`config.mk`:
```
export PLATFORM = sky130hd
export DESIGN_NAME = pmd901_spi_master
export DESIGN_NICKNAME = d
export VERILOG_FILES = /design/src/rtl/pmd901_spi_master.sv
export SDC_FILE = /design/constraint.sdc
export NUM_CORES = 1
export LEC_CHECK = 0
export CAP_MARGIN = 15
export CELL_PAD_IN_SITES_DETAIL_PLACEMENT = 1
export CELL_PAD_IN_SITES_GLOBAL_PLACEMENT = 2
export CORE_MARGIN = 2
export CORE_UTILIZATION = 37
export DETAILED_ROUTE_END_ITERATION = 10
export GPL_ROUTABILITY_DRIVEN = 0
export GPL_TIMING_DRIVEN = 0
export PLACE_DENSITY_LB_ADDON = 0.1
export SYNTH_ARGS = -nofsm -noshare
export SYNTH_HDL_FRONTEND = slang
export SYNTH_SLANG_ARGS = --single-unit
```
`constraint.sdc`:
```
create_clock -name clk -period 3.15 [get_ports clk]
set_input_delay 0.315 -clock clk [delete_from_list [all_inputs] [get_ports clk]]
set_output_delay 0.315 -clock clk [all_outputs]
set_load 0.02 [all_outputs]
```
`src/rtl/pmd901_spi_master.sv`:
```
// SPI master for the PMD901 motor driver: 16-bit speed words, SPI mode 0, MSB first, plus park/bend pins.
// Define PMD901_FAULT_ABORT_EN to let the fault input abort a frame in flight.
module pmd901_spi_master #(
  parameter int CLK_DIV   = 4,
  parameter int CSN_SETUP = 2,
  parameter int CSN_HOLD  = 2,
  parameter int CSN_IDLE  = 4
) (
  input  logic        clk,
  input  logic        rst,
  input  logic [15:0] speed_data,
  input  logic        speed_valid,
  output logic        speed_ready,
  input  logic        park_req,
  input  logic        bend_req,
  output logic        sclk,
  output logic        csn,
  output logic        mosi,
  output logic        park,
  output logic        bend,
  input  logic        fault,
  output logic        frame_done,
  output logic        frame_aborted
);

  localparam int CW = 16;
  localparam logic [4:0] LAST_HALF = 5'd30;  // 16 high + 15 low half-periods

  typedef enum logic [2:0] {IDLE, SETUP, SHIFT, HOLD, GAP} state_t;

  state_t        state, state_n;
  logic [CW-1:0] cnt, cnt_n;
  logic [4:0]    half, half_n;
  logic [15:0]   shreg, shreg_n;
  logic          sclk_n, csn_n, mosi_n, park_n, bend_n, done_n;

  assign speed_ready = (state == IDLE) && park && !rst;

  // NOTE: every always_comb output gets a default first, otherwise an unassigned path infers a latch.
  always_comb begin
    state_n = state;
    cnt_n   = cnt + 1'b1;
    half_n  = half;
    shreg_n = shreg;
    sclk_n  = sclk;
    csn_n   = csn;
    mosi_n  = mosi;
    done_n  = 1'b0;

    case (state)
      IDLE: begin
        cnt_n  = '0;
        csn_n  = 1'b1;
        sclk_n = 1'b0;
        mosi_n = 1'b0;
        if (speed_valid && speed_ready) begin
          state_n = SETUP;
          shreg_n = speed_data;
          mosi_n  = speed_data[15];
          csn_n   = 1'b0;
        end
      end
      SETUP: begin
        if (cnt == CW'(CSN_SETUP - 1)) begin
          state_n = SHIFT;
          cnt_n   = '0;
          half_n  = '0;
          sclk_n  = 1'b1;
        end
      end
      SHIFT: begin
        if (cnt == CW'(CLK_DIV - 1)) begin
          cnt_n  = '0;
          half_n = half + 1'b1;
          sclk_n = !sclk;
          // Data moves on the falling edge so it is stable around the next rise.
          if (sclk) begin
            shreg_n = {shreg[14:0], 1'b0};
            mosi_n  = shreg[14];
          end
          if (half == LAST_HALF) state_n = HOLD;
        end
      end
      HOLD: begin
        if (cnt == CW'(CSN_HOLD - 1)) begin
          state_n = GAP;
          cnt_n   = '0;
          csn_n   = 1'b1;
          mosi_n  = 1'b0;
          done_n  = 1'b1;
        end
      end
      GAP: begin
        // The IDLE cycle that accepts the next word is the last csn-high cycle.
        if (int'(cnt) + 2 >= CSN_IDLE) state_n = IDLE;
      end
      default: state_n = IDLE;
    endcase

`ifdef PMD901_FAULT_ABORT_EN
    if (fault && (state == SETUP || state == SHIFT || state == HOLD)) begin
      state_n = GAP;
      cnt_n   = '0;
      csn_n   = 1'b1;
      sclk_n  = 1'b0;
      mosi_n  = 1'b0;
      done_n  = 1'b0;
    end
`endif

    // Pins only move when csn is high in the following cycle.
    park_n = park;
    bend_n = bend;
    if (state_n == IDLE || state_n == GAP) begin
      park_n = park_req;
      bend_n = bend_req;
    end
  end

  // NOTE: registered state uses non-blocking assignments so every flop samples pre-edge values.
  always_ff @(posedge clk) begin
    if (rst) begin
      state      <= IDLE;
      cnt        <= '0;
      half       <= '0;
      // NOTE: the shift register is reset too; it is small and makes an aborted word unobservable.
      shreg      <= '0;
      sclk       <= 1'b0;
      csn        <= 1'b1;
      mosi       <= 1'b0;
      park       <= 1'b0;
      bend       <= 1'b0;
      frame_done <= 1'b0;
    end else begin
      state      <= state_n;
      cnt        <= cnt_n;
      half       <= half_n;
      shreg      <= shreg_n;
      sclk       <= sclk_n;
      csn        <= csn_n;
      mosi       <= mosi_n;
      park       <= park_n;
      bend       <= bend_n;
      frame_done <= done_n;
    end
  end

`ifdef PMD901_FAULT_ABORT_EN
  always_ff @(posedge clk) begin
    if (rst) frame_aborted <= 1'b0;
    else     frame_aborted <= fault && (state == SETUP || state == SHIFT || state == HOLD);
  end
`else
  logic unused_fault;
  assign unused_fault  = fault;
  assign frame_aborted = 1'b0;
`endif

endmodule

```
After elaboration in Yosys (flattened, before gate mapping) --
Cells that the tools add are included. Widths: inputs -> output; s select.
Word-level totals: register bits 45, output and inout port bits 8, logic and storage cells 76, input bits 22
Cells by class: magnitude comparators 1, bitwise gates (word level) 1, reductions and logical operators 20, add/sub/neg operators 3, muxes and demuxes 28, equality and inequality tests 13
Operators with widths (count):
- $pmux 16 s3 | 1
- $mux 15 | 3
- $mux 16 | 2
- $pmux 15 s2 | 1
- $mux 3 | 6
- $add 16x2->17 const B | 1
- $ge 17x3->1 const B | 1
- $add 16x1->16 const B | 1
- $eq 16x1->1 const B | 1
- $eq 16x2->1 const B | 1
- $pmux 3 s5 | 1
- $mux 5 | 2
- $pmux 5 s2 | 1
- $mux 1 | 8
- $ne 2x2->1 const B | 4
- $reduce_and 4->1 | 2
- $eq 3x2->1 const B | 2
- $eq 3x3->1 const B | 2
- $logic_not 3->1 | 2
- $pmux 1 s3 | 2
- $reduce_and 3->1 | 2
- $reduce_bool 2->1 | 3
- $reduce_bool 3->1 | 2
- $add 5x1->5 const B | 1
- 10 further kinds | 14

Logic depth before layout (Yosys ltp) --
word-level depth 8, depth in mapped cells 8, gate-level depth less buffers 7

Least setup slack after synthesis --
OpenSTA, ideal clock, no wires.
kind register to register, start register cnt[3], end register mosi, arrival time 1632 ps, path buffers 3, setup time 123 ps, data required time 3027 ps, period minus slack after synthesis 1755 ps, cell stages (with the launch flop) 9, slack 1395 ps, path through dfxtp_1 buf_4 nor3_1 and4_1 buf_4 buf_6 nand3_2 o211ai_2 mux2_1
Between the ends: longest elaborated chain between the ends 3, elaborated cells on any way between the ends 5, classes of those cells eq/ne (4); reduce/logical (1)
RTL lines:
- from (decl) | line 32 | logic [CW-1:0] cnt, cnt_n;
- from (signal assigned) | line 136 | cnt <= cnt_n;
- $eq 16x1->1 or $eq 16x2->1 (tied branches) | line 85, 72
- $ne 2x2->1 (no source line)
- $reduce_and 4->1 (no source line) *
- to (signal assigned) | line 141 | mosi <= mosi_n;
- to (decl) | line 18 | output logic mosi,
Every way passes the cells marked *; elsewhere a longest branch is shown, timed or not. A chain may end at the register's enable or synchronous reset.

Worst setup path in the final report --
start register state[2], end output port speed_ready
Between the ends: longest elaborated chain between the ends 3
RTL lines:
- from (decl) | line 31 | state_t state, state_n;
- from (signal assigned) | line 135 | state <= state_n;
- $logic_not 3->1 | line 37 | assign speed_ready = (state == IDLE) && park && !rst;
- $logic_and 1x1->1 (2 in a row) | line 37
- to (decl) | line 13 | output logic speed_ready,
No other way between the ends.

==> results.txt <==
- TritonCTS clock tree: done
- Status: completed
* Sort of element at the start of the critical path: flip-flop
* Fin area: about 3100 um2
- Crit-path max FO: 10
* Routed wire length: between 6000 and 7000 um
- Deepest clock path buffer count: 2
- Reported leakage power: 1.08 nW
- Critical path buffer and inverter count: 2
- The final-report max-slew violation count came to 0.
* Worst-path clk slew: 0.09 ns
* Unique cell type count in the Yosys netlist: 57
* Core region area: roughly 6800 um2
- Final Total Pwr: between 1 and 1.5 mW
* Cell area after placement: ~3000 um2
* Pin count of the biggest net entering global routing: 13
- The later pin in the worst-skew pair is clocked with a latency of 0.30 ns.
* Summed negative setup slack over all endpoints: 0 ns
- Net Count, Synth: about 330
- CTS buffer count: 5
* Total grt overflow: 0
* Warnings from Yosys: 0
- Required time at the endpoint of the critical path: roughly 2.8 ns
- The initial antenna violation count came to 0.
- The detail route stage leaves a number of antenna-violating nets equal to 0.
- Timing would allow up to 464 MHz.
- Final setup vio count: 0
* Port Buf Inserts: 27
- The worst pin sits at a relative slew slack of 0.519.
* Hold/Removal Path Class: flip-flop to flip-flop
- Endpoints failing hold: 0
* Cells on Worst Hold Path: 2
- Of the cells placed in the final design, the portion with a size suffix greater than 1 is 0.153.
- Shortest period the worst path allows: around 2.2 ns
- Syn Inst Count: a little over 300
* Number of synthesized flops with an enable pin: 0
* Vert. Die Dim: just under 90 um
* Average detailed-routed wire length per instance: 15.5 um
- Number of cells after detailed placement: 428
- For the worst flop-to-flop path, the logic depth is 8.
- The floorplan has 30 rows.
* Filler instances: 854
- Worst ir drop on vdd: 151 uV
- For this block, the via count after detailed routing is roughly 2.3k.
- RSZ-0062 raised after global routing: false
- The clock net in this run drives a total of 45 sinks.
- Crit Path Category: flip-flop to output pin
- The kind of cell with the highest combined delay along the critical path is buffers and inverters.
- The slowest stage of the critical path belongs to the cell clkdlybuf4s50_1.
- Dominant synthesized flop cell: dfxtp_1
- Dividing the detail-routed via count by the number of cells gives about 5.2.
- Number of violations of the max-capacitance limit: 0
- Area used by multi-input combinational logic: roughly 1500 um2
* Initial DRC count: 44
- Placed wire-length estimate after detailed placement: a little under 5000 um
* Endpoint arrival time on the critical path: between 1.5 and 2 ns
- The number of hold buffers added after CTS was 0.
- In the post-route analysis, the smallest setup slack over all paths is 0.993 ns.
- The H-tree was split into 2 levels.
- Crit path depth: 4
* Core occupancy in the finished layout: 0.455
- Of the synthesized area, sequential elements account for 0.342.
- Number of antenna diodes: 0
* Number of synthesized register bits: 45
* Initial core utilization: 0.385
- Worst Hold Slack: around 0.47 ns
- Pre-CTS worst setup slack: between 0.8 and 0.9 ns
- The sequential cells in the finished layout cover a total of 901 um2.
* Overall Global Routing Usage: 0.184
- The first global-routing pass estimated around 11,000 um of wire.
- After clock tree synthesis, the setup repair step added 0 buffers.
- Layout overhead on the synthesized area: 18.1%
- The number of global-route vias before repair came to about 2.3k.
- The mapped netlist covers around 2600 um2.
* Setup slack, reg-to-reg: approximately 1.1 ns
- The die covers between 7000 and 8000 um2.
- Number of ports placed on the die boundary: 30
- The final layout contains between 300 and 400 nets.
- The critical path goes through buf_2 > nor2_1 > and3_1 > clkdlybuf4s50_1.
- The worst setup path is captured at an output pin.
- Resized Gates After CTS: 0
- Number of search-and-repair iterations in the first detailed-routing pass: 4
- Final worst path period share: 0.685
* Master cell of the clock root buffer: clkbuf_8
- For the pin with the worst max-slew slack, the measured transition is between 0.7 and 0.8 ns.
- Counting flops with an async set or reset pin after synthesis yields a share of 0.
- Layout Cells excl Fill: about 440
- Final worst clock skew: 0.00792 ns
- In the routed design, unresolved DRC markers number 0.
- The largest single stage delay on the critical path is between 0.5 and 0.6 ns.
- Mapped Avg Cell Area: approximately 8.6 um2
* Pwr per Cell Area: 341 nW/um2
- Die width: ~88 um
[cells in the final DEF (no fill, tap or decap), types with 2 or more instances in the layout]
master,n
nand4_1,10
and2_1,2
buf_4,5
nand3b_1,2
o31ai_1,2
mux2i_1,2
a311oi_2,14
and3_1,4
and4_1,4
clkbuf_2,2
nor2_1,30
buf_2,8
a21oi_1,8
buf_6,6
nand3_1,11
xnor2_1,12
clkbuf_1,7
inv_1,11
dfxtp_1,45
a211oi_1,16
nor4_1,3
xor2_1,8
clkdlybuf4s50_1,27
ha_1,6
nor3_1,7
clkbuf_8,6
nand2_1,42
a211o_1,2
o21ai_0,3
or3_1,5
[worst paths after layout]
path,end,from
worst max register to register,cnt[11]$_SDFF_PP0_,cnt[7]$_SDFF_PP0_
worst min-delay path,bend$_SDFFE_PP0P_,bend$_SDFFE_PP0P_
worst max-delay path,speed_ready,state[2]$_SDFF_PP0_
worst min register to register,bend$_SDFFE_PP0P_,bend$_SDFFE_PP0P_
[flip-flops by register name, summed over array words and instances, names as in the netlist]
name        count
cnt            16
shreg          15
half            5
state           3
bend            1
csn             1
frame_done      1
mosi            1
park            1
sclk            1
[kinds of logic after synthesis]
kind of cell / share of synthesized area
and+or+nand+nor: 0.244
AOI/OAI and AO/OA: 0.219
DFF: 0.342
buffers and inverters: 0.0861
xor gates and xnor gates: 0.0666
adders and majority gates: 0.0285
muxes: 0.0119
other: 0.00143
[synth_stat cells, types with 3 or more instances]
master | instances | area (um2)
nand2_1 | 42 | 158
or3_1 | 5 | 31.3
buf_6 | 6 | 67.6
o21ai_0 | 3 | 15.0
buf_4 | 5 | 37.5
nand3_1 | 11 | 55.1
clkbuf_1 | 6 | 22.5
dfxtp_1 | 45 | 901
nor3_1 | 7 | 35.0
xor2_1 | 8 | 70.1
and3_1 | 4 | 25.0
xnor2_1 | 12 | 105
nor2_1 | 30 | 113
a21oi_1 | 8 | 40.0
buf_2 | 8 | 40.0
ha_1 | 6 | 75.1
a211oi_1 | 16 | 120
and4_1 | 4 | 35.0
nor4_1 | 3 | 18.8
inv_1 | 11 | 41.3
a311oi_2 | 14 | 210
nand4_1 | 10 | 62.6
[power by group]
part / leakage [nW] / switching, mW / internal (mW)
clock: 0.0443 / 0.196 / 0.175
sequential: 0.364 / 0.00681 / 0.579
combinational: 0.676 / 0.0525 / 0.0521
[worst reg2reg max path, cell delays in order (launching register included)]
cell and delay, ns:
dfxtp_1 0.32, buf_6 0.13, nor4_1 0.28, and4_1 0.26, buf_4 0.15, a21oi_1 0.09
o21ai_2 0.31, buf_4 0.26, a211oi_1 0.09
[layout make-up]
type / instances / share of cell area
Sequential cell: 45 / 0.290
Buffer: 28 / 0.0584
Multi-Input combinational cell: 220 / 0.484
Timing Repair Buffer: 27 / 0.0870
Tap cell: 96 / 0.0386
Inverter: 12 / 0.0145
Clock buffer: 7 / 0.0278
[metal layers]
metal / up-vias / global-route usage / wire length (um)
met4: 0 / 0.0496 / 77
li1: 1152 / - / -
met2: 24 / 0.306 / 3190
met5: - / 0 / 0
met3: 7 / 0.0308 / 127
met1: 1098 / 0.248 / 3330
No activity file was read; power rests on OpenSTA's default activity.
